## src/rtl/fsm_result_sink.sv

```systemverilog
`default_nettype none
// ============================================================================
//  Module      : fsm_result_sink
//  Description : Result consumer for fsm_core. Captures {specreg, data_out}
//                when intr is raised, answers with a one-cycle registered ack
//                (four-phase handshake), and queues results in a small
//                first-word-fall-through FIFO for a downstream reader.
//                Latches stop as a sticky end-of-stream flag and counts the
//                cycles in which a pending request was held off by a full FIFO.
//  Revision    : 1.0 - initial release
// ----------------------------------------------------------------------------
//  Ports
//    clk        in   1      rising-edge clock
//    arst_n     in   1      asynchronous active-low reset
//    intr       in   1      result request, held until ack is seen
//    data_out   in   DW     result word, valid while intr is high
//    specreg    in   1      tag bit accompanying data_out
//    stop       in   1      end-of-stream indication
//    ack        out  1      registered one-cycle acknowledge
//    rd_en      in   1      pop request from the reader
//    rd_valid   out  1      FIFO head valid (not empty)
//    rd_data    out  DW     FIFO head data word (0 when empty)
//    rd_spec    out  1      FIFO head tag bit (0 when empty)
//    full       out  1      FIFO holds DEPTH entries
//    level      out  AW+1   current entry count
//    done       out  1      sticky: stop has been seen
//    stall_cnt  out  16     saturating count of full-stalled request cycles
// ============================================================================
module fsm_result_sink #(
   parameter int DW    = 23,
   parameter int DEPTH = 4,
   localparam int AW   = $clog2(DEPTH)
) (
   input  logic          clk,
   input  logic          arst_n,
   input  logic          intr,
   input  logic [DW-1:0] data_out,
   input  logic          specreg,
   input  logic          stop,
   output logic          ack,
   input  logic          rd_en,
   output logic          rd_valid,
   output logic [DW-1:0] rd_data,
   output logic          rd_spec,
   output logic          full,
   output logic [AW:0]   level,
   output logic          done,
   output logic [15:0]   stall_cnt
);

   localparam logic [1:0]  c_IDLE     = 2'd0;
   localparam logic [1:0]  c_ACK      = 2'd1;
   localparam logic [1:0]  c_WAIT_LOW = 2'd2;
   localparam logic [AW:0] c_DEPTH    = DEPTH[AW:0];

   logic [1:0]    r_state;
   logic [1:0]    w_state_nxt;
   logic          r_ack;
   logic          r_done;
   logic [15:0]   r_stall_cnt;
   logic [AW-1:0] r_wr_ptr;
   logic [AW-1:0] r_rd_ptr;
   logic [AW:0]   r_level;
   logic [DW:0]   r_mem [DEPTH];

   logic          w_full;
   logic          w_empty;
   logic          w_capture;
   logic          w_pop;
   logic          w_stall;
   logic [DW:0]   w_head;

   // Status comes purely from the registered level so there is no
   // combinational path from intr or rd_en to full/level/rd_valid.
   assign w_full  = (r_level == c_DEPTH);
   assign w_empty = (r_level == '0);

   // The done term uses the registered flag: a stop arriving together with a
   // valid request still lets that word in as the final entry.
   assign w_capture = (r_state == c_IDLE) && intr && !w_full && !r_done;
   assign w_pop     = rd_en && !w_empty;
   assign w_stall   = (r_state == c_IDLE) && intr && w_full && !r_done;

   // ---------------------------------------------------------------- FSM
   always_comb begin
      w_state_nxt = r_state;
      case (r_state)
         c_IDLE:     if (w_capture) w_state_nxt = c_ACK;
         c_ACK:      w_state_nxt = c_WAIT_LOW;
         c_WAIT_LOW: if (!intr) w_state_nxt = c_IDLE;
         default:    w_state_nxt = c_IDLE;
      endcase
   end

   always_ff @(posedge clk or negedge arst_n) begin
      if (!arst_n) begin
         r_state     <= c_IDLE;
         r_ack       <= 1'b0;
         r_done      <= 1'b0;
         r_stall_cnt <= '0;
      end else begin
         r_state <= w_state_nxt;
         r_ack   <= w_capture;
         if (stop) begin
            r_done <= 1'b1;
         end
         if (w_stall && (r_stall_cnt != 16'hFFFF)) begin
            r_stall_cnt <= r_stall_cnt + 16'd1;
         end
      end
   end

   // ---------------------------------------------------------------- FIFO
   always_ff @(posedge clk or negedge arst_n) begin
      if (!arst_n) begin
         r_wr_ptr <= '0;
         r_rd_ptr <= '0;
         r_level  <= '0;
      end else begin
         if (w_capture) begin
            r_wr_ptr <= r_wr_ptr + 1'b1;
         end
         if (w_pop) begin
            r_rd_ptr <= r_rd_ptr + 1'b1;
         end
         // Simultaneous push and pop leave the count unchanged.
         if (w_capture && !w_pop) begin
            r_level <= r_level + 1'b1;
         end else if (w_pop && !w_capture) begin
            r_level <= r_level - 1'b1;
         end
      end
   end

   // Storage carries no reset; the output gating below hides stale contents.
   always_ff @(posedge clk) begin
      if (w_capture) begin
         r_mem[r_wr_ptr] <= {specreg, data_out};
      end
   end

   assign w_head = w_empty ? '0 : r_mem[r_rd_ptr];

   // ---------------------------------------------------------------- Outputs
   assign ack       = r_ack;
   assign rd_valid  = !w_empty;
   assign rd_data   = w_head[DW-1:0];
   assign rd_spec   = w_head[DW];
   assign full      = w_full;
   assign level     = r_level;
   assign done      = r_done;
   assign stall_cnt = r_stall_cnt;

endmodule
`default_nettype wire

```

## config.mk

```make
export PLATFORM = sky130hd
export DESIGN_NAME = fsm_result_sink
export DESIGN_NICKNAME = d
export VERILOG_FILES = /design/src/rtl/fsm_result_sink.sv
export SDC_FILE = /design/constraint.sdc
export NUM_CORES = 1
export LEC_CHECK = 0
export BUFFER_PORTS_ARGS = -buffer_cell sky130_fd_sc_hd__buf_2
export CAP_MARGIN = 20
export CORE_UTILIZATION = 40
export CTS_CLUSTER_DIAMETER = 120
export DETAILED_ROUTE_END_ITERATION = 10
export SYNTH_ARGS = -nofsm -noshare
export SYNTH_HDL_FRONTEND = slang
export SYNTH_SLANG_ARGS = --single-unit
```

## constraint.sdc

```tcl
create_clock -name clk -period 2.6 [get_ports clk]
set_input_delay 0.13 -clock clk [delete_from_list [all_inputs] [get_ports clk]]
set_output_delay 0.13 -clock clk [all_outputs]
set_load 0.05 [all_outputs]
```

# Word-level counts from Yosys, hierarchy flattened
# Memory sizes are Yosys's and may differ from the RTL's.
# Index checks and enable logic that the tools add are counted.
# Widths: inputs -> output; s select.
dict set report classes {
  addsub 5
  n_eq_ne 6
  muxes 8
  reduce_logical 18
}
# operator n
set ops {}
lappend ops {{$mux 24} 1}
lappend ops {{$add 16x1->16 const B} 1}
lappend ops {{$ne 16x16->1 const B} 1}
lappend ops {{$logic_and 1x1->1} 9}
lappend ops {{$mux 3} 2}
lappend ops {{$pmux 2 s3} 1}
lappend ops {{$logic_not 1->1} 5}
lappend ops {{$add 2x1->2 const B} 2}
lappend ops {{$mux 2} 2}
lappend ops {{$ne 2x2->1 const B} 2}
lappend ops {{$add 3x1->3 const B} 1}
lappend ops {{$eq 3x3->1 const B} 1}
lappend ops {{$logic_not 3->1} 1}
lappend ops {{$sub 3x1->3 const B} 1}
lappend ops {{$eq 2x1->1 const B} 1}
lappend ops {{$eq 2x2->1 const B} 1}
lappend ops {{$logic_not 2->1} 1}
lappend ops {{$mux 1} 2}
lappend ops {{$reduce_and 2->1} 1}
lappend ops {{$reduce_bool 2->1} 1}
dict set report word_totals {
  register_bits 27
  ramBits 96
  in_bits 29
  output_inout_bits 47
  wordCells 45
  n_memories 1
}
# name depth word_bits rd rd_clocked_by_memory_dff wr line
set mem_list {}
lappend mem_list {r_mem 4 24 1 0 1 64} ;# logic [DW:0] r_mem [DEPTH];

# Depth between registers and ports, before layout
dict set report logic_depth {
  ltp_word 8
  depth_mapped 9
  mapped_depth_nobuf 8
}

# Worst setup path before layout
# No wires, ideal clock.
dict set report synth_timing {
  path_type {register to register}
  from {reg r_level[2] (netlist: level[2])}
  to {reg r_level[1] (netlist: level[1])}
  setup_time_ns 0.125
  t_arrival_ns 2.564
  required_time_ns 2.475
  setup_slack_ns -0.089
  path_stages_with_launch 8
  path_buffers 1
  synth_period_minus_slack_ns 2.689
  path_cell_list {dfrtp_1 > nor3b_4 > nor2b_1 > buf_2 > ha_1 > inv_1 > fa_1 > mux2_2}
}
dict set report synth_between {
  elab_chain_len 7
  elab_cells_between_ends 13
}
# item line
set synth_rtl {}
lappend synth_rtl {{start: declaration} 63} ;# logic [AW:0] r_level;
lappend synth_rtl {{start signal: assignment} 128} ;# r_level <= r_level + 1'b1;
lappend synth_rtl {{start signal: assignment} 130} ;# r_level <= r_level - 1'b1;
lappend synth_rtl {{$eq 3x3->1 (*)} 75} ;# assign w_full = (r_level == c_DEPTH);
lappend synth_rtl {{via full} 45} ;# output logic full,
lappend synth_rtl {{$logic_not 1->1 (*)} 80} ;# assign w_capture = (r_state == c_IDLE) && intr && !w_full && !r_done;
lappend synth_rtl {{$logic_and 1x1->1 (*) (2 in a row)} 80}
lappend synth_rtl {{via w_capture} 68} ;# logic w_capture;
lappend synth_rtl {{$logic_not 1->1} 129} ;# end else if (w_pop && !w_capture) begin
lappend synth_rtl {{$logic_and 1x1->1} 129}
lappend synth_rtl {{$reduce_bool 2->1 (no line)} n/a}
# Mark *: on every way through the listed nets, which the timed path passes. The rest lies on a longest branch.
# A chain may end at the register's enable or synchronous reset.

# Worst setup path in the final report
dict set report layout_timing {
  from {reg r_rd_ptr[0]}
  to {out rd_data[2]}
}
dict set report layout_between {
  elab_chain_len 2
}
# item line
set layout_rtl {}
lappend layout_rtl {{start: declaration} 62} ;# logic [AW-1:0] r_rd_ptr;
lappend layout_rtl {{start signal: assignment} 124} ;# r_rd_ptr <= r_rd_ptr + 1'b1;
lappend layout_rtl {{$mem_v2 4x24} n/a}
lappend layout_rtl {{$mux 24} 142} ;# assign w_head = w_empty ? '0 : r_mem[r_rd_ptr];
lappend layout_rtl {{end: declaration} 43} ;# output logic [DW-1:0] rd_data,
# No other way between the ends.

==> results by stage <==
Status:
- The run finished with clean final reports.

Setup path:
- The critical setup path kind is reg -> out.
- The slowest stage of the critical path belongs to the cell mux4_2.
- Walking the worst path, the cells encountered are buf_4 -> mux4_2 -> and2_1 -> buf_2.
- In this design, the stage delay of the slowest critical-path cell is 560 ps.
- The maximum fanout along the worst path is 16.
- Broken down by cell family, the worst path's largest delay share belongs to multiplexers.
- The number of buffers and inverters on the critical path is 2.
- The signal arrival time at the worst endpoint is 2040 ps.
- STA classifies the critical path endpoint as an output pin.
- The launching element type of the critical path is a flip-flop.
- STA puts the critical path data required time at 2470 ps.

Timing:
- The number of pins with negative max-slew slack in the final report is 0.
- Setup repair after global routing left no endpoint under its margin.
- Derived from the worst setup path, the maximum achievable clock frequency is 462 MHz.
- The shortest period the worst path allows is 2170 ps.
- Headroom to the max-slew limit came out at 0.592.
- On the final layout, the worst clock skew is 8.71 ps.
- The period utilization is 0.833.
- The final-report hold violation count is 0.
- For the pin with the worst max-slew slack, the measured transition is 608 ps.
- Setup violations remaining at the end of the flow were counted as 0.
- The setup TNS is 0 ps.

Synthesis:
- The most numerous cell in the Yosys netlist is edfxtp_1.
- The top cell type's share of synthesized area is 0.577.
- The most instantiated flip-flop cell in the synthesis netlist is edfxtp_1.
- Yosys mapped a number of flops with a built-in enable equal to 96.
- Ranked by total cell area, the synthesized netlist is headed by edfxtp_1 (58%), dfrtp_1 (14%), mux4_2 (11%).
- Of all flip-flops after synthesis, the portion carrying an async set or reset was 0.220.
- The net count after synthesis is 307.
- The gate count after technology mapping is 271.
- The total number of yosys warnings is 0.
- The area of the mapped netlist is 4990 um2.
- In this run, distinct cell masters in the synthesized netlist total 31.
- Averaged over all synthesized cells, the footprint is 18.4 um2.
- The flop and latch count out of synthesis is 123.
- For this run, the register share of the synthesized area comes to 0.713.
- Counting instances in the post-synthesis netlist gives the leading cell types as edfxtp_1 (96), and2_1 (28), dfrtp_1 (27).
- The largest total area in the synthesized netlist belongs to edfxtp_1.

Global routing:
- For this run, the total global-route usage over all layers was measured as 0.159.
- The number of global-route vias before repair came to 2842.
- The first global-routing pass estimated 15000 um of wire.
- After global routing the overflow that remains totals 0.
- The maximum number of pins on one net before global-route repair is 28.
- The initial antenna violation count was 0.

Power:
- Power comes to 0.00686 W.
- The worst IR drop on VDD is 0.000443 V.
- Power spread over the standard cell area amounts to 1050 nW/um2.
- The reported leakage power is 2.54 nW.

CTS:
- In this run the number of H-tree levels came out at 4.
- TritonCTS created 17 clock buffers.
- The number of buffers inserted by hold repair at cts is 27.
- The number of gates resized after CTS was 0.
- The tree is rooted in a clkbuf_16.
- After clock tree synthesis, the clock-pin slew on the worst setup and hold paths is 50 ps.
- The maximum clock path buffer count is 2.
- The number of clock sinks is 123.
- TritonCTS built the clock tree.
- The number of setup buffers added after CTS is 0.
- The later-pin clock latency in the skew report is 410 ps.

Final layout:
- The area growth from synthesis to layout is 30.3%.
- In the final layout, the share of cells above drive strength 1 is 0.388.
- Once layout is complete, the utilization of the core stands at 0.537.
- The number of nets in the finished design is 433.
- With fillers left out, the area of the finished cells amounts to 6500 um2.
- Leaving out filler cells and counting taps, the final layout contains 578.
- The total inserted antenna cells is 0.
- The filler cells instantiated in the layout total 1010.

Placement:
- Input and output buffers added on the ports amount to 75.
- Detailed placement ended at an HPWL of 5880 um.
- The number of placed instances with taps included is 519.
- The area after detailed placement is 5650 um2.
- The final weighted congestion of routability-driven global placement is 0.740.

Routing:
- The DRC violations left is 0.
- The routed wire length per instance is 15.8 um.
- The detailed router placed 2754 vias in this run.
- In the routed layout, each cell is associated on average with a via count of 4.76.
- The final layout contains routed wiring with a total length of 9150 um.
- Before antenna repair, the detailed router went through 4 iterations.
- The number of routed nets with antenna violations is 0.
- In this run, the number of DRC markers left after iteration 0 of detailed routing was 162.

Floorplanning:
- The floorplan step set the die height to 114 um.
- The floorplan core area is 12100 um2.
- The row count is 40.
- The starting density of the core is 0.412.
- The full die area is 12900 um2.
- The total I/O pin count is 76.
- From left edge to right edge, the die measures 114 um.

Flow run:
- The max capacitance violation total is 0.

Hold path:
- The class of the tightest hold or removal check is in -> reg.
-- through the flow --
| step | hold WS, ps | setup slack, ps |
|---|---|---|
| 3_5_place_dp | 181 | 526 |
| 4_1_cts | 6.59 | 387 |
| 5_1_grt | 19.8 | 338 |
| 2_1_floorplan | -166 | 63.4 |
| 3_3_place_gp | 180 | 568 |
| 6_report | 19.2 | 434 |
-- worst reg2reg max path: stages, from the launching register on --
cell     delay [ps]
dfrtp_2         450
or3_1           400
nand2_1         120
ha_1            190
inv_1            60
fa_1            370
xor2_1          150
nor2_1          110
xor2_1          150
-- state kept, by name, indices dropped and copies added, names as in the netlist --
signal     count
level          3
r_wr_ptr       2
r_state        2
done           1
stall_cnt     16
r_rd_ptr       2
ack            1
r_mem         96
-- metal layers --
layer  up-vias  GRT usage  wire [um]
met4         0     0.0605         99
met2        74      0.260       4610
li1       1299          -          -
met1      1371      0.196       3960
met5         -          0          0
met3        10     0.0558        479
-- layout by cell type (no fill, tap or decap), drive strengths merged, types with 2 or more instances in the layout --
master / netlist / routed
nor4b: 2 / 2
nor2: 5 / 5
mux4: 24 / 24
mux2: 5 / 5
buf: 6 / 91
o21ai: 5 / 5
xor2: 12 / 12
nor2b: 2 / 2
clkinv: 0 / 9
xnor2: 5 / 5
bufinv: 0 / 3
nor4: 2 / 2
and3: 2 / 2
nand2: 9 / 9
nor3b: 3 / 3
nand3: 5 / 5
dlygate4sd3: 0 / 27
inv: 4 / 4
ha: 6 / 6
and2: 28 / 28
nand4: 6 / 6
clkinvlp: 0 / 3
clkbuf: 5 / 17
edfxtp: 96 / 96
nor3: 5 / 5
and4: 3 / 3
dfrtp: 27 / 27
-- report_power, final --
part | internal (W) | leakage (nW) | total [W] | switching (W)
Combinational | 0.000776 | 1.05 | 0.00234 | 0.00157
Sequential | 0.00218 | 1.21 | 0.00224 | 0.0000571
Clock | 0.00148 | 0.278 | 0.00228 | 0.000800
-- layout make-up --
class / instances / area [um2] / share of cell area
inverter: 4 / 15.0 / 0.00231
sequential: 123 / 3560 / 0.548
clock buffer: 17 / 425 / 0.0654
multi-input combinational: 133 / 1370 / 0.210
clock inverter: 15 / 156 / 0.0240
tap: 168 / 210 / 0.0323
timing repair buffer: 118 / 766 / 0.118
-- worst paths after layout --
check / startpoint / to / slack, ps / cells past startpoint
setup / recovery: r_rd_ptr[0]$_DFFE_PN0P_ / rd_data[2] / 430 / 4
hold / removal: rd_en / r_rd_ptr[1]$_DFFE_PN0P_ / 20 / 3
setup reg to reg: level[1]$_DFFE_PN0P_ / level[2]$_DFFE_PN0P_ / 530 / 8
hold reg to reg: stall_cnt[15]$_DFFE_PN0P_ / stall_cnt[15]$_DFFE_PN0P_ / 490 / 1
max in group asynchronous: arst_n / r_rd_ptr[0]$_DFFE_PN0P_ / 1900 / 2
min in group asynchronous: arst_n / stall_cnt[9]$_DFFE_PN0P_ / 260 / 2
-- logic make-up after synthesis --
| family | Yosys count | share of synthesized area |
|---|---|---|
| AO/OA/AOI/OAI | 5 | 0.00501 |
| adder cells (fa/ha/maj) | 7 | 0.0190 |
| flip-flops | 123 | 0.713 |
| AND/OR/NAND/NOR | 74 | 0.0985 |
| XOR/XNOR | 17 | 0.0298 |
| buffers and inverters | 15 | 0.0133 |
| multiplexers | 30 | 0.122 |
No activity file was read; power rests on OpenSTA's default activity.
